$ cat src/rtl/bram_sdp_be.sv
// rtl/bram_sdp_be.sv - simple-dual-port byte-lane RAM model with zero-fill sequencer and sticky range error
module bram_sdp_be #(
  parameter int DW       = 32,
  parameter int DEPTH    = 11,
  parameter int AW       = 12,
  parameter int OUT_REG  = 0,
  parameter int RDW_MODE = 0
) (
  input  logic            CLK,
  input  logic            RST,
  input  logic            EN_W,
  input  logic [DW/8-1:0] WE,
  input  logic [AW-1:0]   A_W,
  input  logic [DW-1:0]   Di,
  input  logic            EN_R,
  input  logic [AW-1:0]   A_R,
  output logic [DW-1:0]   Do,
  output logic            Do_valid,
  output logic            ready,
  output logic            oor_err
);
  localparam int NB  = DW / 8;
  localparam int LSB = $clog2(NB);
  localparam int IW  = AW - LSB;
  localparam int MW  = (DEPTH > 1) ? $clog2(DEPTH) : 1;

  typedef enum logic {INIT, RUN} state_t;

  state_t        state_q, state_d;
  logic [MW-1:0] fill_cnt;
  logic [DW-1:0] mem [DEPTH];

  logic [IW-1:0] w_idx, r_idx;
  logic          w_in, r_in;
  logic          wr_fire, rd_fire, collide, oor_hit;
  logic [DW-1:0] wr_mask, rd_word, rd_merged, rd_result;
  logic          s1_valid, fin_valid;
  logic [DW-1:0] s1_data, fin_data;

  // Word indices drop the byte-offset bits; range check is against DEPTH words
  assign w_idx   = IW'(A_W >> LSB);
  assign r_idx   = IW'(A_R >> LSB);
  assign w_in    = (w_idx < IW'(DEPTH));
  assign r_in    = (r_idx < IW'(DEPTH));
  assign ready   = (state_q == RUN);
  assign wr_fire = ready && EN_W && w_in && (WE != '0);
  assign rd_fire = ready && EN_R;
  assign collide = wr_fire && r_in && (r_idx == w_idx);

  // Expand byte enables to a bit mask and build the read result, including the write-first bypass
  always_comb begin
    wr_mask   = '0;
    rd_word   = '0;
    rd_result = '0;
    for (int i = 0; i < NB; i++) begin
      wr_mask[8*i +: 8] = {8{WE[i]}};
    end
    if (r_in) begin
      rd_word = mem[r_idx[MW-1:0]];
    end
    rd_merged = (rd_word & ~wr_mask) | (Di & wr_mask);
    if (!r_in) begin
      rd_result = '0;
    end else if ((RDW_MODE != 0) && collide) begin
      rd_result = rd_merged;
    end else begin
      rd_result = rd_word;
    end
  end

  // Fill sequencer state and word counter
  always_ff @(posedge CLK or posedge RST) begin
    if (RST) begin
      state_q  <= INIT;
      fill_cnt <= '0;
    end else begin
      state_q <= state_d;
      if (state_q == INIT && fill_cnt != MW'(DEPTH - 1)) begin
        fill_cnt <= fill_cnt + MW'(1);
      end
    end
  end

  // Leave INIT once the last word has been zeroed; RUN holds until reset
  always_comb begin
    state_d = state_q;
    if (state_q == INIT && fill_cnt == MW'(DEPTH - 1)) begin
      state_d = RUN;
    end
  end

  // Storage: zero one word per cycle during INIT, merge enabled lanes in RUN
  always_ff @(posedge CLK) begin
    if (state_q == INIT) begin
      mem[fill_cnt] <= '0;
    end else if (wr_fire) begin
      mem[w_idx[MW-1:0]] <= (mem[w_idx[MW-1:0]] & ~wr_mask) | (Di & wr_mask);
    end
  end

  // Out-of-range detection is registered once, then folded into the sticky flag
  always_ff @(posedge CLK or posedge RST) begin
    if (RST) begin
      oor_hit <= 1'b0;
      oor_err <= 1'b0;
    end else begin
      oor_hit <= ready && ((EN_W && !w_in) || (EN_R && !r_in));
      if (oor_hit) begin
        oor_err <= 1'b1;
      end
    end
  end

  // Stage 1 captures the addressed word (0 when out of range) on the sampling edge
  always_ff @(posedge CLK or posedge RST) begin
    if (RST) begin
      s1_valid <= 1'b0;
      s1_data  <= '0;
    end else begin
      s1_valid <= rd_fire;
      if (rd_fire) begin
        s1_data <= rd_result;
      end
    end
  end

  generate
    if (OUT_REG != 0) begin : g_oreg
      logic          s2_valid;
      logic [DW-1:0] s2_data;
      // Optional extra pipeline stage between capture and output
      always_ff @(posedge CLK or posedge RST) begin
        if (RST) begin
          s2_valid <= 1'b0;
          s2_data  <= '0;
        end else begin
          s2_valid <= s1_valid;
          if (s1_valid) begin
            s2_data <= s1_data;
          end
        end
      end
      assign fin_valid = s2_valid;
      assign fin_data  = s2_data;
    end else begin : g_direct
      assign fin_valid = s1_valid;
      assign fin_data  = s1_data;
    end
  endgenerate

  // Output stage: Do holds between results, Do_valid pulses for each new one
  always_ff @(posedge CLK or posedge RST) begin
    if (RST) begin
      Do       <= '0;
      Do_valid <= 1'b0;
    end else begin
      Do_valid <= fin_valid;
      if (fin_valid) begin
        Do <= fin_data;
      end
    end
  end

endmodule

$ cat config.mk
export PLATFORM = sky130hd
export DESIGN_NAME = bram_sdp_be
export DESIGN_NICKNAME = d
export VERILOG_FILES = /design/src/rtl/bram_sdp_be.sv
export SDC_FILE = /design/constraint.sdc
export NUM_CORES = 1
export LEC_CHECK = 0
export CORE_UTILIZATION = 50
export CTS_CLUSTER_DIAMETER = 50
export CTS_CLUSTER_SIZE = 12
export DETAILED_ROUTE_END_ITERATION = 16
export PLACE_DENSITY = 0.71
export SLEW_MARGIN = 10
export SYNTH_ARGS = -nofsm -noshare
export SYNTH_HDL_FRONTEND = slang
export SYNTH_SLANG_ARGS = --single-unit
$ cat constraint.sdc
create_clock -name CLK -period 7.42 [get_ports CLK]
set_clock_uncertainty 0.2 [all_clocks]
set_input_delay 2.226 -clock CLK [delete_from_list [all_inputs] [get_ports CLK]]
set_output_delay 2.226 -clock CLK [all_outputs]
set_load 0.005 [all_outputs]
* Word level (Yosys, flattened, before mapping)
Memory sizes are Yosys's and may differ from the RTL's.
Cells that the tools add are included.
** Cells by class
- $add $sub $neg :: 1
- Reduce and logical (&&, ||, !) cells :: 14
- Eq/ne operators :: 2
- Mux-type cells :: 8
- Order comparisons :: 2
- Bitwise gates (word level) :: 5
** Operators by type and width (count)
- $and 32x32->32 :: 2
- $mux 32 :: 2
- $not 32->32 :: 1
- $or 32x32->32 :: 1
- $reduce_or 32->1 :: 1
- $lt 10x4->1 const B :: 2
- $logic_and 1x1->1 :: 9
- $mux 1 :: 5
- $add 4x1->4 const B :: 1
- $eq 4x4->1 const B :: 1
- $mux 4 :: 1
- $ne 4x4->1 const B :: 1
- $reduce_bool 4->1 :: 1
- $logic_not 1->1 :: 2
- $logic_or 1x1->1 :: 1
- $not 1->1 :: 1
** Word-level totals
- Register bits after elaboration :: 73
- Memories :: 1
- Input port bits :: 64
- Memory bits (writable) :: 352
** Memory list
- mem :: words 11, bits a word 32, read ports 2, clocked after Yosys merged registers in 0, wr ports 1, line 31 : logic [DW-1:0] mem [DEPTH];

* Longest topological paths before layout
- Depth in word-level cells :: 8
- Mapped depth :: 7
- Depth with buffers taken out :: 5

* Least setup slack after synthesis
Ideal clock, no wire load.
- Path kind :: input-to-reg
- Start point :: input port WE[0]
- End point :: memory mem[10][0], enable pin
- Path buffers :: 2
- Required time :: 6750 ps
- Slack :: 909 ps
- Cell stages on the path :: 6
- Library setup time :: 470 ps
- Arrival :: 5841 ps
- Cell sequence :: buf_2 or4_4 and3_4 buf_6 and3_1 a211oi_1
** Between the ends
- Word-level cells in the longest chain between the ends :: 7
- Elaborated cells between the ends (all ways) :: 8
- Those cells by class :: mux (5); reduce/logical (3)
** RTL lines
- from (decl) :: line 12 : input logic [DW/8-1:0] WE,
- $reduce_bool 4->1 (*) :: line 46 : assign wr_fire = ready && EN_W && w_in && (WE != '0);
- $logic_and 1x1->1 (*) :: line 46
- $mux 1 (*) :: line 96 : end else if (wr_fire) begin
- $mux 1 (*) :: line 94 : if (state_q == INIT) begin
- $mux 1 (not written as such) (*) :: line 97 : mem[w_idx[MW-1:0]] <= (mem[w_idx[MW-1:0]] & ~wr_mask) | (Di & wr_mask);
- $reduce_or 32->1 (no line)
- $mux 4 (no line) or $mux 1 (tied branches)
- to (decl) :: line 31
Mark *: on every way between the ends. The rest lies on a longest branch, timed or not.

* Worst setup path in the final report
- Start point :: input port A_W[2]
- End point :: memory mem[8][9], enable pin
** Between the ends
- Word-level cells in the longest chain between the ends :: 8
- Elaborated cells between the ends (all ways) :: 9
- Those cells by class :: order compare (1); mux (5); reduce/logical (3)
** RTL lines
- from (decl) :: line 13 : input logic [AW-1:0] A_W,
- $lt 10x4->1 :: line 43 : assign w_in = (w_idx < IW'(DEPTH));
- $logic_and 1x1->1 (2 in a row) :: line 46
- $mux 1 :: line 96
- $mux 1 :: line 94
- $mux 1 (not written as such) :: line 97
- $reduce_or 32->1 (no line)
- $mux 4 (no line) or $mux 1 (tied branches)
Parallel ways exist; a longest one is shown, timed or not.

==> out/qor.yml <==
route:
  wl_per_cell_um: 25.4
  drc_errors: 0
  drt_iter0_markers: 911
  antenna_left: 0
  viasPerCell: 6.27
  drt-pass1-iter-count: 5
  routed_wl_um: 45300
  vias: 11200
clock_network:
  clock_sinks: 425
  root_buffer: "clkbuf_16"
  post_cts_buffers: 0
  clock_latency_ns: 0.56
  clk_path_buf_depth: 3
  cts_tree: "built"
  numCtsBuffers: 44
  cts_resized: 0
  clk_pin_slew_worst_paths_ns: 0.06
  postCtsHoldBufs: 0
  htree_levels: 2
die:
  num_rows: 71
  die_y_um: 199
  die_x_um: 199
  ioPinCount: 99
  fp.dieArea_mm2: 0.0396
  core_area_mm2: 0.0379
  start_util_pct: 51.2
global_route:
  grt_pass1_vias: 11600
  grt-ovfl-total: 0
  grt_util_all_layers_pct: 23.7
  grt_max_degree: 74
  antenna_found_initial: 1
  grt_pass1_wl_um: 69000
setup_path:
  cp-end-kind: "register"
  path_delay_family: "compound AO/OA/AOI/OAI gates"
  crit_arrival_ns: 5.31
  start_kind: "input pin"
  cp.buffers_inverters: 2
  crit_fanout: 68
  critPathKind: "in2reg"
  critPathSlowestCell: "a211oi_4"
  crit_path_cell_trace: "buf_6, a21oi_1, o2111ai_1, o21ai_0, a211oi_4, buf_12"
  cp_data_required_time_ns: 7.46
  cp_slowest_stage_delay_ns: 0.85
synthesis:
  synth_area_mm2: 0.0194
  yosysUniqueCellTypes: 42
  synth_edf_count: 352
  syn_nets: 1229
  netlist_instances: 1163
  synth_top_area_cell: "edfxtp_1"
  synth-seq-area-share_pct: 63.8
  ys_warn_count: 0
  yosysTopAreaCellShare_pct: 54.4
  async_reset_ff_share_pct: 17.2
  yosysMostFrequentCell: "edfxtp_1"
  synthTopCellsByArea: "edfxtp_1 54%, mux4_2 15%, dfrtp_1 9.4%, mux2_2 3.7%, mux2i_1 3.3%"
  avgSynthCellArea_um2: 16.7
  ys.flop_type: "edfxtp_1"
  synthTopCellsByCount: "352 x edfxtp_1, 128 x mux4_2, 73 x dfrtp_1, 66 x o21ai_0"
  ys_seq_elements: 425
timing:
  fin_crit_ns: 5.27
  drv_slew: 0
  rsz0062_at_grt: "false"
  hold_violations: 0
  clock.fmax_mhz: 190
  fin_setup_tns_ns: 0
  setup_violations: 0
  worst-slew-pin-transition_ns: 1.20
  fin_ws_ns: 2.15
  max_slew_margin_pct: 19.7
  period_share_pct: 71.0
final_layout:
  area_growth_pct: 14.8
  drive_gt1_share_pct: 24.2
  finalNonFillerCells: 1783
  finalNetCount: 1312
run:
  cap_violations: 0
placed_design:
  place.detailed.hpwl_um: 25800
  pre_cts_ws_ns: 1.55
  port_buffers: 94
  place_inst: 1704
  gp_congestion: 0.810
power:
  p_leak_uw: 0.00700
  ir_drop_v: 0.000142
  p_per_area_mw_per_mm2: 217
status:
  outcome: "finished clean"
hold_path:
  hp-class: "reg2reg"
[metrics by stage]
step                util, %  hold slack, ns  total power [µW]  instance area (µm²)
floorplan                 -           0.152              2780                19400
global placement       55.3           0.218              2880                21000
detailed placement     55.3           0.223              2880                21000
CTS                    58.7           0.237              4850                22300
global route           58.8           0.263              4970                22300
finish                 58.8           0.234              4830                22300
[per-layer routing]
layer	wire, µm	GRT usage, %	share of wire [%]
met5	0	0	0
met4	945	6.70	2.1
met3	3650	3.98	8.1
met2	22600	39.8	50
met1	18000	32.0	40
[layout make-up]
type	instances	area [µm²]
Multi-Input combinational cell	604	6620
Clock buffer	61	1200
Clock inverter	10	70.1
Sequential cell	425	12400
Timing Repair Buffer	132	1230
Tap cell	511	639
Inverter	39	148
Antenna cell	1	2.50
Fill cell	2825	15600
[state kept, by name, indices dropped and copies added (netlist names)]
register   cells
fin_data      32
oor_err        1
Do            32
fin_valid      1
Do_valid       1
oor_hit        1
mem          352
fill_cnt       4
ready          1
[cells in the final DEF, fill, tap and decap left out, drive strengths merged, types with 35 or more instances in the layout]
master | synthesis | final
clkbuf | 54 | 64
edfxtp | 352 | 352
buf | 41 | 42
nand2 | 35 | 35
o21ai | 66 | 66
mux2 | 64 | 64
dfrtp | 73 | 73
a21oi | 43 | 43
inv | 39 | 43
mux2i | 64 | 64
mux4 | 128 | 128
clkdlybuf4s50 | 0 | 87
[worst register-to-register path, stage by stage, from the launching register on]
cell,delay [ns]
dfrtp_1,0.56
nand3_1,0.21
or4_1,0.60
a211oi_4,0.78
buf_12,0.30
[worst paths after layout]
check | start | slack [ns] | cells after the start | endpoint
worst max register to register | ready | 4.44 | 4 | mem[8][9]
worst max-delay path | A_W[2] | 2.15 | 6 | mem[8][9]
worst min register to register | oor_hit | 0.23 | 1 | oor_err
min in group asynchronous | RST | 2.05 | 3 | Do[12]
max in group asynchronous | RST | 4.36 | 3 | fin_data[27]
worst min-delay path | oor_hit | 0.23 | 1 | oor_err
[report_power, final]
part | total [µW] | switching [µW] | internal (µW) | leakage, µW
Clock | 2000 | 874 | 1120 | 0.000615
Sequential | 2560 | 1.47 | 2560 | 0.00369
Combinational | 273 | 160 | 113 | 0.00269
[cells by family after synthesis]
logic type                 share of synthesized area (%)
xor gates and xnor gates                           0.135
muxes                                               21.8
AOI/OAI and AO/OA                                   8.71
DFF                                                 63.8
buffers and inverters                               2.86
and+or+nand+nor                                     2.50
adders and majority gates                          0.129
Power figures use the tool's default switching activity.
